===== config.mk =====
export PLATFORM = sky130hd
export DESIGN_NAME = muldiv_sequencer
export DESIGN_NICKNAME = d
export VERILOG_FILES = /design/src/rtl/muldiv_sequencer_pkg.sv /design/src/rtl/muldiv_datapath.sv /design/src/rtl/muldiv_sequencer.sv
export SDC_FILE = /design/constraint.sdc
export NUM_CORES = 1
export LEC_CHECK = 0
export CORE_AREA = 2 2 148 294
export DETAILED_ROUTE_END_ITERATION = 8
export DIE_AREA = 0 0 150 296
export PLACE_DENSITY = 0.65
export SLEW_MARGIN = 40
export SYNTH_ARGS = -nofsm -noshare
export SYNTH_HDL_FRONTEND = slang
export SYNTH_SLANG_ARGS = --single-unit

===== constraint.sdc =====
create_clock -name clk -period 9.98 [get_ports clk]
set_input_delay 1.497 -clock clk [delete_from_list [all_inputs] [get_ports clk]]
set_output_delay 1.497 -clock clk [all_outputs]
set_load 0.02 [all_outputs]

===== src/rtl/muldiv_sequencer_pkg.sv =====
// Shared RV32M decode constants and sequencer FSM state encoding.
package muldiv_sequencer_pkg;

  localparam logic [6:0] OPC_OP    = 7'b0110011;
  localparam logic [6:0] F7_MULDIV = 7'b0000001;

  localparam logic [2:0] F3_MUL    = 3'b000;
  localparam logic [2:0] F3_MULH   = 3'b001;
  localparam logic [2:0] F3_MULHSU = 3'b010;
  localparam logic [2:0] F3_MULHU  = 3'b011;
  localparam logic [2:0] F3_DIV    = 3'b100;
  localparam logic [2:0] F3_DIVU   = 3'b101;
  localparam logic [2:0] F3_REM    = 3'b110;
  localparam logic [2:0] F3_REMU   = 3'b111;

  typedef enum logic [1:0] {
    StIdle = 2'd0,
    StBusy = 2'd1,
    StDone = 2'd2
  } state_e;

endpackage


===== src/rtl/muldiv_datapath.sv =====
// Operand/accumulator registers, one shift-add or restoring-divide step per cycle,
// and sign correction / special-case forcing of the final result.
module muldiv_datapath
  import muldiv_sequencer_pkg::*;
#(
  parameter int unsigned XLEN = 32
) (
  input  logic            clk,
  input  logic            rst,
  input  logic            i_load,
  input  logic            i_step,
  input  logic            i_finish,
  input  logic [2:0]      i_funct3,
  input  logic [XLEN-1:0] i_rs1,
  input  logic [XLEN-1:0] i_rs2,
  output logic            o_special,
  output logic [XLEN-1:0] o_result
);

  logic [2*XLEN-1:0] r_acc;
  logic [XLEN-1:0]   r_b;
  logic [2:0]        r_f3;
  logic              r_neg;
  logic              r_special;
  logic [XLEN-1:0]   r_spec_val;
  logic [XLEN-1:0]   r_result;

  logic            w_a_signed, w_b_signed, w_a_neg, w_b_neg, w_neg, w_ovf;
  logic [XLEN-1:0] w_a_mag, w_b_mag;
  logic            w_special;
  logic [XLEN-1:0] w_spec_val;

  assign w_a_signed = (i_funct3 == F3_MULH) | (i_funct3 == F3_MULHSU) |
                      (i_funct3 == F3_DIV)  | (i_funct3 == F3_REM);
  assign w_b_signed = (i_funct3 == F3_MULH) | (i_funct3 == F3_DIV) | (i_funct3 == F3_REM);
  assign w_a_neg    = w_a_signed & i_rs1[XLEN-1];
  assign w_b_neg    = w_b_signed & i_rs2[XLEN-1];
  assign w_a_mag    = w_a_neg ? -i_rs1 : i_rs1;
  assign w_b_mag    = w_b_neg ? -i_rs2 : i_rs2;
  // Remainder follows the dividend sign; everything else is the product of signs.
  assign w_neg      = (i_funct3[2] & i_funct3[1]) ? w_a_neg : (w_a_neg ^ w_b_neg);
  assign w_ovf      = ~i_funct3[0] & (i_rs1 == {1'b1, {(XLEN-1){1'b0}}}) & (i_rs2 == '1);

  always_comb begin
    w_special  = 1'b0;
    w_spec_val = '0;
    if (!i_funct3[2]) begin
      w_special = (i_rs1 == '0) | (i_rs2 == '0);
    end else if (i_rs2 == '0) begin
      w_special  = 1'b1;
      w_spec_val = i_funct3[1] ? i_rs1 : '1;
    end else if (w_ovf) begin
      w_special  = 1'b1;
      w_spec_val = i_funct3[1] ? '0 : {1'b1, {(XLEN-1){1'b0}}};
    end
  end

  assign o_special = w_special;

  logic [XLEN:0]     w_sum, w_shift, w_diff;
  logic              w_ge;
  logic [XLEN-1:0]   w_rem;
  logic [2*XLEN-1:0] w_acc_next, w_fin, w_prod;
  logic [XLEN-1:0]   w_lo_s, w_hi_s, w_calc;

  assign w_sum   = {1'b0, r_acc[2*XLEN-1:XLEN]} + (r_acc[0] ? {1'b0, r_b} : '0);
  assign w_shift = r_acc[2*XLEN-1:XLEN-1];
  assign w_diff  = w_shift - {1'b0, r_b};
  assign w_ge    = w_shift >= {1'b0, r_b};
  assign w_rem   = w_ge ? w_diff[XLEN-1:0] : w_shift[XLEN-1:0];

  assign w_acc_next = r_f3[2] ? {w_rem, r_acc[XLEN-2:0], w_ge} : {w_sum, r_acc[XLEN-1:1]};
  // The final step and the result capture share one edge.
  assign w_fin      = i_step ? w_acc_next : r_acc;
  assign w_prod     = r_neg ? -w_fin : w_fin;
  assign w_lo_s     = r_neg ? -w_fin[XLEN-1:0] : w_fin[XLEN-1:0];
  assign w_hi_s     = r_neg ? -w_fin[2*XLEN-1:XLEN] : w_fin[2*XLEN-1:XLEN];

  always_comb begin
    w_calc = '0;
    unique case (r_f3)
      F3_MUL:                       w_calc = w_prod[XLEN-1:0];
      F3_MULH, F3_MULHSU, F3_MULHU: w_calc = w_prod[2*XLEN-1:XLEN];
      F3_DIV, F3_DIVU:              w_calc = w_lo_s;
      F3_REM, F3_REMU:              w_calc = w_hi_s;
      default:                      w_calc = '0;
    endcase
  end

  always_ff @(posedge clk or posedge rst) begin
    if (rst) begin
      r_acc      <= '0;
      r_b        <= '0;
      r_f3       <= '0;
      r_neg      <= 1'b0;
      r_special  <= 1'b0;
      r_spec_val <= '0;
      r_result   <= '0;
    end else begin
      if (i_load) begin
        r_acc      <= {{XLEN{1'b0}}, w_a_mag};
        r_b        <= w_b_mag;
        r_f3       <= i_funct3;
        r_neg      <= w_neg;
        r_special  <= w_special;
        r_spec_val <= w_spec_val;
      end else if (i_step) begin
        r_acc <= w_acc_next;
      end
      if (i_finish) begin
        r_result <= i_load ? w_spec_val : (r_special ? r_spec_val : w_calc);
      end
    end
  end

  assign o_result = r_result;

endmodule


===== src/rtl/muldiv_sequencer.sv =====
// RV32M iterative multiply/divide sequencer: decode, FSM, counter, stall and flush.
// Define MULDIV_FAST_SPECIAL_EN to finish special-case operands in one cycle.
module muldiv_sequencer
  import muldiv_sequencer_pkg::*;
#(
  parameter int unsigned XLEN = 32
) (
  input  logic            clk,
  input  logic            rst,
  input  logic [31:0]     instruction_in,
  input  logic            op_valid,
  input  logic            flush,
  input  logic [XLEN-1:0] rs1_val,
  input  logic [XLEN-1:0] rs2_val,
  output logic            stall_out,
  output logic [XLEN-1:0] result,
  output logic            result_valid,
  output logic            busy
);

  state_e     r_state;
  logic [5:0] r_count;
  logic       r_result_valid;
  logic       r_busy;

  logic w_is_m, w_load, w_step, w_last, w_finish, w_special;
  logic w_unused_instr;

  assign w_is_m = op_valid & (instruction_in[6:0] == OPC_OP) &
                  (instruction_in[31:25] == F7_MULDIV);
  assign w_unused_instr = ^{instruction_in[24:15], instruction_in[11:7], w_special};

  assign w_load = (r_state == StIdle) & w_is_m & ~flush;
  assign w_step = (r_state == StBusy) & ~flush;
  assign w_last = (r_state == StBusy) & (r_count == 6'(XLEN-1));
`ifdef MULDIV_FAST_SPECIAL_EN
  assign w_finish = (w_last & ~flush) | (w_load & w_special);
`else
  assign w_finish = w_last & ~flush;
`endif

  always_ff @(posedge clk or posedge rst) begin
    if (rst) begin
      r_state        <= StIdle;
      r_count        <= '0;
      r_result_valid <= 1'b0;
      r_busy         <= 1'b0;
    end else begin
      r_result_valid <= 1'b0;
      if (flush) begin
        r_state <= StIdle;
        r_busy  <= 1'b0;
      end else begin
        unique case (r_state)
          StIdle: begin
            if (w_is_m) begin
              r_count <= '0;
              r_busy  <= 1'b1;
`ifdef MULDIV_FAST_SPECIAL_EN
              if (w_special) begin
                r_state        <= StDone;
                r_result_valid <= 1'b1;
              end else begin
                r_state <= StBusy;
              end
`else
              r_state <= StBusy;
`endif
            end
          end
          StBusy: begin
            r_count <= r_count + 6'd1;
            if (w_last) begin
              r_state        <= StDone;
              r_result_valid <= 1'b1;
            end
          end
          StDone: begin
            r_state <= StIdle;
            r_busy  <= 1'b0;
          end
          default: begin
            r_state <= StIdle;
            r_busy  <= 1'b0;
          end
        endcase
      end
    end
  end

  muldiv_datapath #(
    .XLEN(XLEN)
  ) u_datapath (
    .clk      (clk),
    .rst      (rst),
    .i_load   (w_load),
    .i_step   (w_step),
    .i_finish (w_finish),
    .i_funct3 (instruction_in[14:12]),
    .i_rs1    (rs1_val),
    .i_rs2    (rs2_val),
    .o_special(w_special),
    .o_result (result)
  );

  assign stall_out    = w_is_m & ~flush & (r_state != StDone);
  assign result_valid = r_result_valid & ~flush;
  assign busy         = r_busy;

endmodule


==> flow_metrics.env <==
export IMPL_clk_latency_ns=0.46
export IMPL_vias_per_cell=6.16
export IMPL_hold_path_class="register to register"
export IMPL_place_gp_congestion=0.952
export IMPL_finClkSkew_ns=0.0167
export IMPL_cts_sinks=175
export IMPL_drv_cap=0
export IMPL_worstMarginPinSlew_ns=0.813
export IMPL_p_int_uw=1130
export IMPL_setup_tns_ns=0
export IMPL_cts_hold_buf=0
export IMPL_fp_dieH_microns=296
export IMPL_root_buffer="clkbuf_16"
export IMPL_ctsResizeCount=0
export IMPL_totalWireLength_microns=60900
export IMPL_crit_path_start_kind="register"
export IMPL_async_flop_share_pct=100
export IMPL_finalHoldViolCount=0
export IMPL_placed_area_sq_um=18200
export IMPL_pre_cts_ws_ns=3.18
export IMPL_drc=0
export IMPL_avgRoutedWirePerCell_microns=21.7
export IMPL_antenna_cells=0
export IMPL_p_sw_uw=421
export IMPL_rows=107
export IMPL_drv_slew=0
export IMPL_fmax_mhz=154
export IMPL_synth_area_per_cell_sq_um=7.57
export IMPL_grt_overflow_total=0
export IMPL_coreArea_sq_um=42300
export IMPL_die_w_microns=150
export IMPL_first_pass_iters=6
export IMPL_rsz0062_at_grt="false"
export IMPL_yosysSeqAreaShare_pct=26.3
export IMPL_grt_pass1_wl_microns=93800
export IMPL_cp_arrival_ns=6.87
export IMPL_start_util_pct=39.4
export IMPL_cts_buffers=17
export IMPL_critPathSlowestCell="nor4_2"
export IMPL_fin_crit_sh_pct=65.0
export IMPL_via_count=17239
export IMPL_cts_tree="built"
export IMPL_switching_share_pct=27.2
export IMPL_synth_cell_types=107
export IMPL_post_route_min_period_ns=6.48
export IMPL_numPortBuffers=119
export IMPL_yosys_register_bits=175
export IMPL_syn_inst=2200
export IMPL_crit_top_cell="a21oi_1"
export IMPL_worst_setup_path_type="register to register"
export IMPL_dp_hpwl_microns=45200
export IMPL_io_pins=135
export IMPL_power_density_nw_per_um2=82.3
export IMPL_clk_pin_slew_ns=0.07
export IMPL_antenna_found_initial=1
export IMPL_ys_warn_count=0
export IMPL_drtIter0Drc=1861
export IMPL_fin_nets=2414
export IMPL_path_cells="ha_1 > a21oi_1 > o21ai_0 > a221o_1 > o2111a_1 > nor2_1 > a211oi_1 > a21oi_1 > ha_1 > o21ai_1 > nor4_2 > nand3_1 > or3_1 > and2_4 > or3_4 > o21ai_1 > xor2_1 > o211ai_1 > a21oi_1"
export IMPL_clockBufferDepth=2
export IMPL_status="complete, no violations"
export IMPL_cp_data_required_time_ns=10.37
export IMPL_synth_nets=2372
export IMPL_drive_gt1_share_pct=5.68
export IMPL_fill_cells=4368
export IMPL_syn_to_final_growth_pct=12.9
export IMPL_crit_fanout=10
export IMPL_worstSetupEndpointType="register"
export IMPL_h_tree_depth=4
export IMPL_cts_setup_buffers=0
export IMPL_grt_max_degree=73
export IMPL_relSlewSlack_pct=45.2
export IMPL_postRouteAntennaNets=0
export IMPL_cpPeakStageDelay_ns=0.70
export IMPL_power_frac_comb_pct=9.3
export IMPL_power_frac_clock_pct=44.9
export IMPL_p_seq_share_pct=45.8
export IMPL_fin_area_sq_um=18800
export IMPL_track_usage_pct=27.3
export IMPL_synth_edf_count=0
export IMPL_synthesis_area_sq_um=16700
export IMPL_finalSetupViolations=0
export IMPL_leakagePower_uw=0.00821
export IMPL_setup_slack_ns=3.50
export IMPL_ys_flop_type="dfrtp_1"
export IMPL_grt_pass1_vias=15965
export IMPL_ir_worst_vdd_mv=0.0942
export IMPL_die_area_sq_um=44400
## cell usage after synthesis (all sizes together) (13+ instances only)
cell / instances / area, sq um
nand2: 259 / 977
o21ai: 254 / 1270
nor2: 189 / 712
a21oi: 186 / 931
dfrtp: 175 / 4380
clkbuf: 79 / 303
xor2: 75 / 657
inv: 72 / 270
ha: 70 / 876
xnor2: 62 / 543
nor3: 61 / 305
and2: 58 / 365
buf: 49 / 280
mux2i: 44 / 440
nand3: 42 / 210
nor2b: 38 / 253
nand4: 36 / 225
a31oi: 28 / 181
o31ai: 28 / 215
a21o: 25 / 188
o211ai: 24 / 180
or3: 24 / 156
o21a: 23 / 173
a211oi: 20 / 155
and3: 20 / 125
nand2b: 18 / 120
nor4: 18 / 119
a22oi: 14 / 110
o22a: 13 / 116
## cell type report
cell class              instances  area [sq um]  share of cell area (%)
repair buffers                152          1440                    7.68
inverters                      73           279                    1.48
clock buffers                  18           429                    2.28
clock inverters                14           144                   0.765
flip-flops and latches        175          4380                    23.3
well taps                     545           682                    3.63
multi-input cells            1823         11400                    60.9
## cells in the final DEF, fill, tap and decap left out, drive strengths merged, types with 14 or more instances in the layout
cell and instances:
nand2 259, o21ai 254, nor2 189, a21oi 186, dfrtp 175, clkdlybuf4s50 119
inv 81, xor2 75, ha 70, xnor2 62, nor3 61, and2 58
mux2i 44, nand3 42, nor2b 38, nand4 36, buf 33, a31oi 28
o31ai 28, a21o 25, o211ai 24, or3 24, o21a 23, and3 20
a211oi 20, nand2b 18, clkbuf 18, nor4 18, a22oi 14
## power groups by stage
stage | registers [uW] | clock network [uW] | logic [uW]
3_3_place_gp | 723 | 0 | 141
2_1_floorplan | 723 | 0 | 73.9
6_report | 709 | 696 | 143
3_5_place_dp | 723 | 0 | 143
5_1_grt | 709 | 733 | 158
4_1_cts | 709 | 704 | 143
## worst max-delay path, delay by kind of cell, from the launching register on
family	cells	cell delay (ns)
and+or+nand+nor	6	2.61
AOI/OAI and AO/OA	10	2.31
adders and majority gates	2	0.72
DFF	1	0.49
xor gates and xnor gates	1	0.29
## logic make-up (layout without fill, tap and decap cells)
logic type                 after synthesis  count (layout)  share of synthesized area (%)
and+or+nand+nor                        824             824                           24.5
AOI/OAI and AO/OA                      738             738                           28.1
buffers and inverters                  202             257                           5.21
DFF                                    175             175                           26.3
xor gates and xnor gates               137             137                           7.21
adders and majority gates               72              72                           5.50
muxes                                   52              52                           3.19
## registers in the layout, indices dropped and copies added, names as in the netlist
name	flops
u_datapath.r_acc	64
u_datapath.o_result	32
u_datapath.r_b	32
u_datapath.r_spec_val	32
r_count	6
u_datapath.r_f3	3
r_state	2
busy	1
r_result_valid	1
u_datapath.r_neg	1
u_datapath.r_special	1
## worst paths after layout
check	start	end	slack, ns	cells after the start
max in group asynchronous	rst	u_datapath.r_acc[58]	7.48	3
min reg2reg	u_datapath.r_spec_val[8]	u_datapath.r_spec_val[8]	0.48	2
max reg2reg	u_datapath.r_acc[39]	u_datapath.o_result[16]	3.50	19
min	u_datapath.r_spec_val[8]	u_datapath.r_spec_val[8]	0.48	2
max	u_datapath.r_acc[39]	u_datapath.o_result[16]	3.50	19
min in group asynchronous	rst	u_datapath.r_spec_val[1]	1.50	2
## routing by layer
layer	wire [microns]	global-route usage (%)	share of wire (%)
met4	2470	10.7	4.1
met5	0	0	0
met1	25700	37.4	42
met2	27900	42.7	46
met3	4870	4.75	8.0
## per-stage QoR
stage          hold slack (ns)  total power [uW]  cells  util [%]
2_1_floorplan            0.440               797   2200         -
3_5_place_dp             0.466               866   2768      43.1
3_3_place_gp             0.453               864   2767      43.0
6_report                 0.480              1550   2800      44.5
5_1_grt                  0.501              1600   2800      44.5
4_1_cts                  0.483              1560   2800      44.4
Power figures use the tool's default switching activity.
